===== src/rtl/bit_serial_alu_seq.sv =====
// Bit-serial ALU: one 1-bit slice steps across the operands LSB first, one bit per clock.
// SLT is resolved from the MSB set bit in a final step; results are held until the next done.
module bit_serial_alu_seq #(
    parameter int unsigned WIDTH = 32
) (
    input  logic             clk,
    input  logic             rst_n,
    input  logic             start,
    input  logic [WIDTH-1:0] src_a,
    input  logic [WIDTH-1:0] src_b,
    input  logic [3:0]       alu_ctrl,
    output logic             ready,
    output logic             done,
    output logic [WIDTH-1:0] result,
    output logic             zero,
    output logic             overflow
);

    localparam int unsigned CW = (WIDTH > 2) ? $clog2(WIDTH) : 1;
    localparam logic [CW-1:0] LastBit = CW'(WIDTH - 1);
    localparam logic [CW-1:0] CntOne  = CW'(1);

    localparam logic [1:0] StIdle   = 2'd0;
    localparam logic [1:0] StRun    = 2'd1;
    localparam logic [1:0] StFinish = 2'd2;

    logic [1:0]       state_q;
    logic [CW-1:0]    cnt_q;
    logic [WIDTH-1:0] a_q, b_q, sr_q, result_q;
    logic             carry_q, a_inv_q, b_inv_q, valid_q;
    logic [1:0]       op_q;
    logic             ov_raw_q, set_q, done_q, zero_q, overflow_q;

    logic             dec_a_inv, dec_b_inv, dec_valid;
    logic [1:0]       dec_op;
    logic             ai, bi, sum, cout, bit_res, ov_now;
    logic [WIDTH-1:0] fin_result;

    always_comb begin
        dec_a_inv = 1'b0;
        dec_b_inv = 1'b0;
        dec_op    = 2'b00;
        dec_valid = 1'b1;
        case (alu_ctrl)
            4'b0000: dec_op = 2'b00;
            4'b0001: dec_op = 2'b01;
            4'b0010: dec_op = 2'b10;
            4'b0110: begin dec_b_inv = 1'b1; dec_op = 2'b10; end
            4'b0111: begin dec_b_inv = 1'b1; dec_op = 2'b11; end
            4'b1100: begin dec_a_inv = 1'b1; dec_b_inv = 1'b1; dec_op = 2'b00; end
            4'b1101: begin dec_a_inv = 1'b1; dec_b_inv = 1'b1; dec_op = 2'b01; end
            default: dec_valid = 1'b0;
        endcase
    end

    // 1-bit slice; operands are shifted right so bit 0 is always the current bit.
    always_comb begin
        ai      = a_q[0] ^ a_inv_q;
        bi      = b_q[0] ^ b_inv_q;
        sum     = ai ^ bi ^ carry_q;
        cout    = (ai & bi) | (ai & carry_q) | (bi & carry_q);
        ov_now  = carry_q ^ cout;
        bit_res = 1'b0;
        case (op_q)
            2'b00:   bit_res = ai & bi;
            2'b01:   bit_res = ai | bi;
            2'b10:   bit_res = sum;
            default: bit_res = 1'b0;
        endcase
    end

    always_comb begin
        fin_result = '0;
        if (valid_q) begin
            if (op_q == 2'b11) begin
                fin_result = {{(WIDTH-1){1'b0}}, set_q};
            end else begin
                fin_result = sr_q;
            end
        end
    end

    always_ff @(posedge clk or negedge rst_n) begin
        if (!rst_n) begin
            state_q    <= StIdle;
            cnt_q      <= '0;
            a_q        <= '0;
            b_q        <= '0;
            sr_q       <= '0;
            carry_q    <= 1'b0;
            a_inv_q    <= 1'b0;
            b_inv_q    <= 1'b0;
            op_q       <= 2'b00;
            valid_q    <= 1'b0;
            ov_raw_q   <= 1'b0;
            set_q      <= 1'b0;
            done_q     <= 1'b0;
            result_q   <= '0;
            zero_q     <= 1'b0;
            overflow_q <= 1'b0;
        end else begin
            done_q <= 1'b0;
            case (state_q)
                StIdle: begin
                    if (start) begin
                        a_q     <= src_a;
                        b_q     <= src_b;
                        a_inv_q <= dec_a_inv;
                        b_inv_q <= dec_b_inv;
                        op_q    <= dec_op;
                        valid_q <= dec_valid;
                        carry_q <= dec_b_inv;
                        cnt_q   <= '0;
                        sr_q    <= '0;
                        state_q <= StRun;
                    end
                end
                StRun: begin
                    sr_q    <= {bit_res, sr_q[WIDTH-1:1]};
                    carry_q <= cout;
                    a_q     <= a_q >> 1;
                    b_q     <= b_q >> 1;
                    if (cnt_q == LastBit) begin
                        ov_raw_q <= ov_now;
                        set_q    <= sum ^ ov_now;
                        state_q  <= StFinish;
                    end else begin
                        cnt_q <= cnt_q + CntOne;
                    end
                end
                StFinish: begin
                    result_q   <= fin_result;
                    zero_q     <= (fin_result == '0);
                    overflow_q <= valid_q && (op_q == 2'b10) && ov_raw_q;
                    done_q     <= 1'b1;
                    state_q    <= StIdle;
                end
                default: state_q <= StIdle;
            endcase
        end
    end

    assign ready    = (state_q == StIdle);
    assign done     = done_q;
    assign result   = result_q;
    assign zero     = zero_q;
    assign overflow = overflow_q;

endmodule


===== config.mk =====
export PLATFORM = sky130hd
export DESIGN_NAME = bit_serial_alu_seq
export DESIGN_NICKNAME = d
export VERILOG_FILES = /design/src/rtl/bit_serial_alu_seq.sv
export SDC_FILE = /design/constraint.sdc
export NUM_CORES = 1
export LEC_CHECK = 0
export BUFFER_PORTS_ARGS = -buffer_cell sky130_fd_sc_hd__buf_2
export CORE_MARGIN = 5
export CORE_UTILIZATION = 61
export CTS_CLUSTER_DIAMETER = 150
export DETAILED_ROUTE_END_ITERATION = 10
export PLACE_DENSITY_LB_ADDON = 0.08
export RECOVER_POWER = 50
export SLEW_MARGIN = 5
export SYNTH_ARGS = -nofsm -noshare
export SYNTH_HDL_FRONTEND = slang
export SYNTH_SLANG_ARGS = --single-unit

===== constraint.sdc =====
create_clock -name clk -period 4.8 [get_ports clk]
set_input_delay 0.96 -clock clk [delete_from_list [all_inputs] [get_ports clk]]
set_output_delay 0.96 -clock clk [all_outputs]
set_load 0.01 [all_outputs]

# ---- Yosys cells after proc, flatten, opt, wreduce, memory -nomap -nowiden
# Cells that the tools add are included.
dict set report classes {
  n_shift 0
  magnitude_cmp 0
  multipliers 0
  n_reduce_logical 17
  bitwise_logic 12
  div_mod_pow 0
  addsub 1
  eq_ne 15
  mux 22
}
# op n
set op_table {}
lappend op_table {{$pmux 32 s2} 3}
lappend op_table {{$mux 32} 5}
lappend op_table {{$logic_not 32->1} 1}
lappend op_table {{$mux 5} 2}
lappend op_table {{$pmux 5 s2} 1}
lappend op_table {{$eq 4x3->1 const B} 2}
lappend op_table {{$eq 4x4->1 const B} 2}
lappend op_table {{$reduce_and 2->1} 4}
lappend op_table {{$reduce_or 7->1} 1}
lappend op_table {{$eq 2x2->1 const B} 3}
lappend op_table {{$ne 2x2->1 const B} 3}
lappend op_table {{$pmux 2 s3} 1}
lappend op_table {{$reduce_or 2->1} 3}
lappend op_table {{$xor 1x1->1} 6}
lappend op_table {{$add 5x1->5 const B} 1}
lappend op_table {{$eq 5x5->1 const B} 1}
lappend op_table {{$mux 1} 5}
lappend op_table {{$eq 2x1->1 const B} 2}
lappend op_table {{$eq 4x1->1 const B} 1}
lappend op_table {{$eq 4x2->1 const B} 1}
lappend op_table {{$logic_not 2->1} 2}
lappend op_table {{$logic_not 4->1} 1}
lappend op_table {{$mux 2} 2}
lappend op_table {{$pmux 2 s2} 1}
lappend op_table {{other kinds (8)} 13}
dict set report totals {
  regBits 146
  latch_bits 0
  input_bits 71
  output_inout_bits 36
  mem_bits_rw 0
  n_memories 0
  rom_bits 0
}

# ---- Longest topological paths before layout
# Gate-level depths: netlist (run 1).
dict set report depth {
  depth_word 6
  depth_mapped 7
  ltp_nobuf 7
}

# ---- Worst setup path before layout (run 1)
# No wires, ideal clock.
dict set report synth_timing {
  path_kind {flip-flop to output port}
  start {register state_q[1]}
  end {output ready}
  path_buffers 2
  slack_ps 2796
  arrival_time_ps 1044
  stages_incl_launch_ff 4
  path_cell_list {dfrtp_1 clkbuf_1 clkbuf_1 nor2_1}
}
dict set report synth_between {
  elab_chain_len 1
}
# item line
set synth_lines {}
lappend synth_lines {{start, declared} 27} ;# logic [1:0] state_q;
lappend synth_lines {{start signal, assigned} 85} ;# state_q <= StIdle;
lappend synth_lines {{start signal, assigned} 115} ;# state_q <= StRun;
lappend synth_lines {{start signal, assigned} 126} ;# state_q <= StFinish;
lappend synth_lines {{$logic_not 2->1} 143} ;# assign ready = (state_q == StIdle);
lappend synth_lines {{end, declared} 12} ;# output logic ready,
# No other way between the ends.

# ---- Final worst setup path (run 1)
dict set report layout_timing {
  start {register state_q[0]}
  end {output ready}
}
# Same word-level chain as after synthesis.

==> results.md, run 1 <==
* R2R cell count at 4
* Final worst path period share at 69.4%
* Post-synth top cells: dfrtp_1, a21oi_1, o21ai_0, a22o_1, nor2b_1
* RD Place Congestion at 0.790
* VDD IR-drop max at 0.000454 V
* Routed length per placed instance at 17.5 um
* Largest net degree at the start of global routing at 116
* Async SR Flop Fraction at 100%
* Crit. End Element: output pin
* Worst R2R Start: state_q[0]$_DFFE_PN0P_
* Vias in the first global route at 4,934
* Number of port buffers at 106
* Hold Vio Cnt, Final at 0
* Chip width at 114 um
* Post-Syn Instances at 606
* Final Critical Period at 3.33 ns
* # fillers at 759
* Clock Skew at 0.00855 ns
* DR vias/cell at 6.18
* CTS resizes at 0
* Mapped cell area at 6540 um^2
* Placed cell count at 807
* First-pass GRT wire length at 24,900 um
* Crit path required time at 3.84 ns
* Clock-pin slew on the worst setup and hold paths at 0.06 ns
* Initial antenna violation count at 0
* Clock sinks at 146
* Largest area contributor in the netlist: dfrtp_1
* Final setup vio count at 0
* Die area at 12,900 um^2
* CP startpoint: state_q[0]$_DFFE_PN0P_
* CTS Buf Count at 17
* Post-route ant nets at 0
* Mapped Nets at 683
* Max-cap viol count at 1
* Final Slew Violations at 116
* Final core utilization at 73.7%
* Mean Syn Cell Area at 10.8 um^2
* Post-DP HPWL at 9210 um
* GRT Residual Overflow at 0
* Leakage at 3.59 nW
* Top cell type's share of synthesized area at 55.9%
* Die height at 114 um
* RSZ-0062 raised after global routing: no
* Initial DRT Pass Iterations at 7
* Core Area at 10,400 um^2
* Hold Path Class: flop to flop
* Initial Util at 63.0%
* Share of post-route cells with drive strength above 1 at 19.1%
* Hold-critical path depth at 2
* CTS tree: done
* Status: finished, violations left
* Antenna diodes at 0
* Failing checks: max-capacitance violations, max-slew violations
* Clock latency on the worst-skew pair at 0.53 ns
* Sequential area share after synthesis at 55.9%
* PwrDens at 564 nW/um^2
* Rows at 37
* Final WL at 14,600 um
* Area contributors post-synth: dfrtp_1, a22o_1, a22oi_1, nor2b_1, a21oi_1
* Setup TNS at 0 ns
* Top_reg_cell synth: dfrtp_1
* Top-count cell post-synth: dfrtp_1
* Number of buffers on the longest clock path at 2
* Drt drc at 0
* Worst-Margin Slew at 2.76 ns
* Setup CP Type: flop to output pin
* Hold Startpoint: a_inv_q$_DFFE_PN0P_
* Multi-input logic area at 2640 um^2
* Final #Nets at 767
* Post-synth cell types at 36
* Post-route insts no fill at 837
* CTS Hold Buffers Added at 0
* Register area at 3650 um^2
* Starting DRT DRC Count at 572
* CTS root buf: clkbuf_8
* Postcts setup bufs at 0
* I/O pins at 107
* Crit path max fanout at 45
* WP data arrival at 2.37 ns
* Relative slew slack at -84.0%
* H-tree Lvls at 4
* Vias at 5,173
* Fmax at 300 MHz
* Syn-to-layout area delta at 16.9%
* Yosys reg bits at 146
* Yosys warns at 0
* GRT Resource Usage Total at 24.0%
* Crit start category: flop
* EDFF count, synth at 0
==> registers in the layout, summed over array words and instances (netlist names) <==
name / flops
a_q: 32
b_q: 32
result: 32
sr_q: 32
cnt_q: 5
op_q: 2
state_q: 2
a_inv_q: 1
b_inv_q: 1
carry_q: 1
done: 1
ov_raw_q: 1
overflow: 1
set_q: 1
valid_q: 1
zero: 1
==> stage by stage <==
stage | hold slack, ns | setup WS, ns | cell area, um^2 | total power, mW
6_report | 0.498 | 1.47 | 7640 | 4.31
5_1_grt | 0.521 | 0.872 | 7640 | 4.60
4_1_cts | 0.501 | 1.74 | 7670 | 4.34
3_5_place_dp | 0.488 | 2.01 | 7100 | 3.05
3_3_place_gp | 0.478 | 2.06 | 7100 | 2.98
2_1_floorplan | 0.450 | 2.80 | 6540 | 2.73
==> layer usage <==
metal  wire length [um]  track usage (%)
met1               6510             34.6
met2               7110             35.4
met3                919             6.53
met4                108             8.25
met5                  0                0
==> layout by cell type (no fill, tap or decap), types with 3 or more instances in the layout <==
cell type  netlist  final
dfrtp_1        146    145
buf_2           19     91
a21oi_1         67     67
o21ai_0         67     67
a22o_1          66     66
nor2b_1         65     63
a22oi_1         62     62
nand2_1         18     18
clkbuf_1        25     18
clkbuf_16        0     16
buf_4            6      8
inv_1            7      7
nor2_1           7      6
o21ai_1          6      6
clkbuf_8         0      6
nor4_1           5      5
nand2b_1         4      4
nor3_1           4      4
ha_1             4      4
xor2_1           3      3
nand4b_1         3      3
==> cell families after synthesis <==
group           Yosys count  synth area share (%)
fa+ha+maj                 6                  1.38
buf+inv                  57                  3.98
simple gates            113                  9.95
flops                   146                  55.9
compound gates          276                  27.6
xor+xnor                  5                 0.670
mux                       3                 0.498
==> where the power goes <==
part	internal, mW	switching [mW]
Clock	0.803	0.467
Sequential	1.61	0.368
Combinational	0.521	0.543
==> final cells by class <==
| cell class | instances | share of cell area (%) |
|---|---|---|
| Sequential cell | 146 | 47.8 |
| Multi-Input combinational cell | 403 | 34.6 |
| Timing Repair Buffer | 115 | 7.57 |
| Clock buffer | 26 | 6.52 |
| Tap cell | 136 | 2.23 |
| Clock inverter | 4 | 0.950 |
| Inverter | 7 | 0.344 |
==> critical path: stages, from the launching register on <==
cell and delay, ns:
dfrtp_1 1.17, buf_4 0.44, nor2_1 0.08, buf_2 0.14
==> path summary, 6_finish.rpt <==
path	slack, ns	endpoint
setup / recovery	1.47	ready
max in group asynchronous	1.54	result[7]$_DFFE_PN0P_
hold reg to reg	0.50	a_inv_q$_DFFE_PN0P_
setup reg to reg	1.88	set_q$_DFFE_PN0P_
min in group asynchronous	1.30	result[20]$_DFFE_PN0P_
hold / removal	0.50	a_inv_q$_DFFE_PN0P_
(Power assumes the default switching activity.)
==> inputs of run 2 (changes only) <==
--- a/config.mk
+++ b/config.mk
@@ -7,7 +7,7 @@
 export LEC_CHECK = 0
 export BUFFER_PORTS_ARGS = -buffer_cell sky130_fd_sc_hd__buf_2
 export CORE_MARGIN = 5
-export CORE_UTILIZATION = 61
+export CORE_UTILIZATION = 56
 export CTS_CLUSTER_DIAMETER = 150
 export DETAILED_ROUTE_END_ITERATION = 10
 export PLACE_DENSITY_LB_ADDON = 0.08
==> constraint.sdc (replaced) <==
create_clock -name clk -period 3.4 [get_ports clk]
set_input_delay 0.68 -clock clk [delete_from_list [all_inputs] [get_ports clk]]
set_output_delay 0.68 -clock clk [all_outputs]
set_load 0.01 [all_outputs]
==> run 2 against run 1 <==
  * The flow still finishes with violations (max-capacitance violations, max-slew violations)
  * Total power rose by 47%
  * Sequential power rose by 40%
  * Die area rose by 8.1%
  * Global-route usage fell by 1.7 points
  * Critical path depth fell by 1
  * Register-to-register slack got worse by 0.87 ns
  * Non-clock buffer count rose by 3
  * Clock power rose by 59%
  * Combinational power rose by 44%
  * Clock-buffer cell count fell by 2
  * Wire length rose by 2.4%
  * First-iteration DRC count fell by 27%
  * Largest cell class unchanged
  * Largest power group unchanged
==> results.md, run 2 (synthesized netlist as in run 1, its figures left out) <==
* Status: finished, violations left
* Failing checks: max-capacitance violations, max-slew violations
* Clock Skew at 0.00608 ns
* Routed length per placed instance at 17.7 um
* Setup TNS at 0 ns
* GRT Residual Overflow at 0
* Crit path required time at 2.72 ns
* Hold Vio Cnt, Final at 0
* CTS resizes at 0
* Crit path max fanout at 30
* Net Sw Frac at 31.4%
* Die height at 118 um
* Rows at 39
* Number of buffers on the longest clock path at 2
* Clock sinks at 146
* WP data arrival at 1.76 ns
* Post-route ant nets at 0
* Postcts setup bufs at 0
* Share of post-route cells with drive strength above 1 at 20.3%
* PwrDens at 815 nW/um^2
* Hold-critical path depth at 2
* CTS root buf: clkbuf_16
* VDD IR-drop max at 0.000558 V
* Initial Util at 57.3%
* R2R cell count at 4
* Sw power at 1.99 mW
* Final core utilization at 68.0%
* Final worst path period share at 71.7%
* Leakage at 3.66 nW
* Most frequent cells in the layout: dfrtp_1, buf_2, a21oi_1, o21ai_0, a22o_1
* Initial antenna violation count at 0
* Final Critical Period at 2.44 ns
* Starting DRT DRC Count at 417
* DR vias/cell at 6.00
* Clock-pin slew on the worst setup and hold paths at 0.06 ns
* Clk network pwr share at 31.9%
* Antenna diodes at 0
* Core Area at 11,400 um^2
* Placed cell count at 817
* Critical-path cell list: nor2_1, buf_2
* Drt drc at 0
* Vias at 5,090
* Vias in the first global route at 5,085
* Die area at 13,900 um^2
* Setup CP Type: flop to output pin
* Clock latency on the worst-skew pair at 0.42 ns
* CTS Hold Buffers Added at 0
* Syn-to-layout area delta at 18.7%
* Fmax at 410 MHz
* Crit. End Element: output pin
* Initial DRT Pass Iterations at 5
* Crit start category: flop
* GRT Resource Usage Total at 22.4%
* CTS tree: done
* Top Family by Delay on Critical Path: flip-flops
* CP bufs+invs at 1
* Flop pwr share at 43.9%
* CP max-delay cell: dfrtp_1
* Final setup vio count at 0
* Largest net degree at the start of global routing at 78
* Fin Hold WS at 0.485 ns
* I/O pins at 107
* Number of port buffers at 106
* Most common cell after layout, fill and taps aside: dfrtp_1
* Hold Path Class: input pin to flop
* H-tree Lvls at 4
* Largest stage delay, worst path at 1.06 ns
* Worst-Margin Slew at 1.90 ns
* Pint at 4.34 mW
* First-pass GRT wire length at 25,500 um
* Chip width at 118 um
* Final #Nets at 770
* Gate power share at 24.2%
* RD Place Congestion at 0.761
* Relative slew slack at -26.7%
* Post-route insts no fill at 849
* RSZ-0062 raised after global routing: no
* CTS Buf Count at 17
* # fillers at 909
* Final WL at 15,000 um
* Final Slew Violations at 77
* Max-cap viol count at 1
* Post-DP HPWL at 9660 um
* Stages on worst setup path at 2
run 2: changes by cell type in the layout (fill, tap and decap cells not counted), sizes merged:
cell / previous run / this run
clkbuf: 42 / 36
buf: 99 / 106
bufinv: 2 / 4
clkinvlp: 1 / 0
clkinv: 1 / 4
run 2: power by group through the flow:
stage | clock network [mW] | logic, mW | registers, mW
final | 2.02 | 1.53 | 2.78
after global routing | 2.12 | 1.74 | 2.86
after CTS | 2.05 | 1.55 | 2.77
after detailed placement | 0 | 1.54 | 2.79
after global placement | 0 | 1.46 | 2.76
after floorplan | 0 | 1.24 | 2.61
run 2: worst paths after layout:
kind | start | end | slack (ns)
min in group asynchronous | rst_n | result[19]$_DFFE_PN0P_ | 0.78
min reg2reg | result[0]$_DFFE_PN0P_ | result[0]$_DFFE_PN0P_ | 0.50
max reg2reg | state_q[0]$_DFFE_PN0P_ | cnt_q[3]$_DFFE_PN0P_ | 1.01
min | src_a[31] | a_q[31]$_DFFE_PN0P_ | 0.48
max in group asynchronous | rst_n | b_q[6]$_DFFE_PN0P_ | 1.10
max | state_q[1]$_DFFE_PN0P_ | ready | 0.96
run 2: final cells by class:
type	count	area, um^2	share of cell area [%]
Sequential cell	146	3650	47.1
Timing Repair Buffer	118	618	7.97
Multi-Input combinational cell	403	2630	33.9
Inverter	7	26.3	0.339
Clock inverter	8	148	1.90
Clock buffer	24	502	6.47
Tap cell	143	179	2.31
run 2: through the flow:
| stage | setup WS [ns] | power, mW | instance area (um^2) |
|---|---|---|---|
| 2_1_floorplan | 1.68 | 3.85 | 6540 |
| 3_5_place_dp | 0.898 | 4.33 | 7140 |
| 5_1_grt | 0.645 | 6.71 | 7760 |
| 3_3_place_gp | 1.00 | 4.23 | 7140 |
| 4_1_cts | 1.25 | 6.38 | 7790 |
| 6_report | 0.961 | 6.32 | 7760 |
run 2: routing by layer:
layer	up-vias	track usage (%)	wire, um
met1	2513	32.0	6850
met5	-	0	0
met4	0	8.03	210
met3	20	6.05	933
met2	150	33.0	7000
li1	2407	-	-
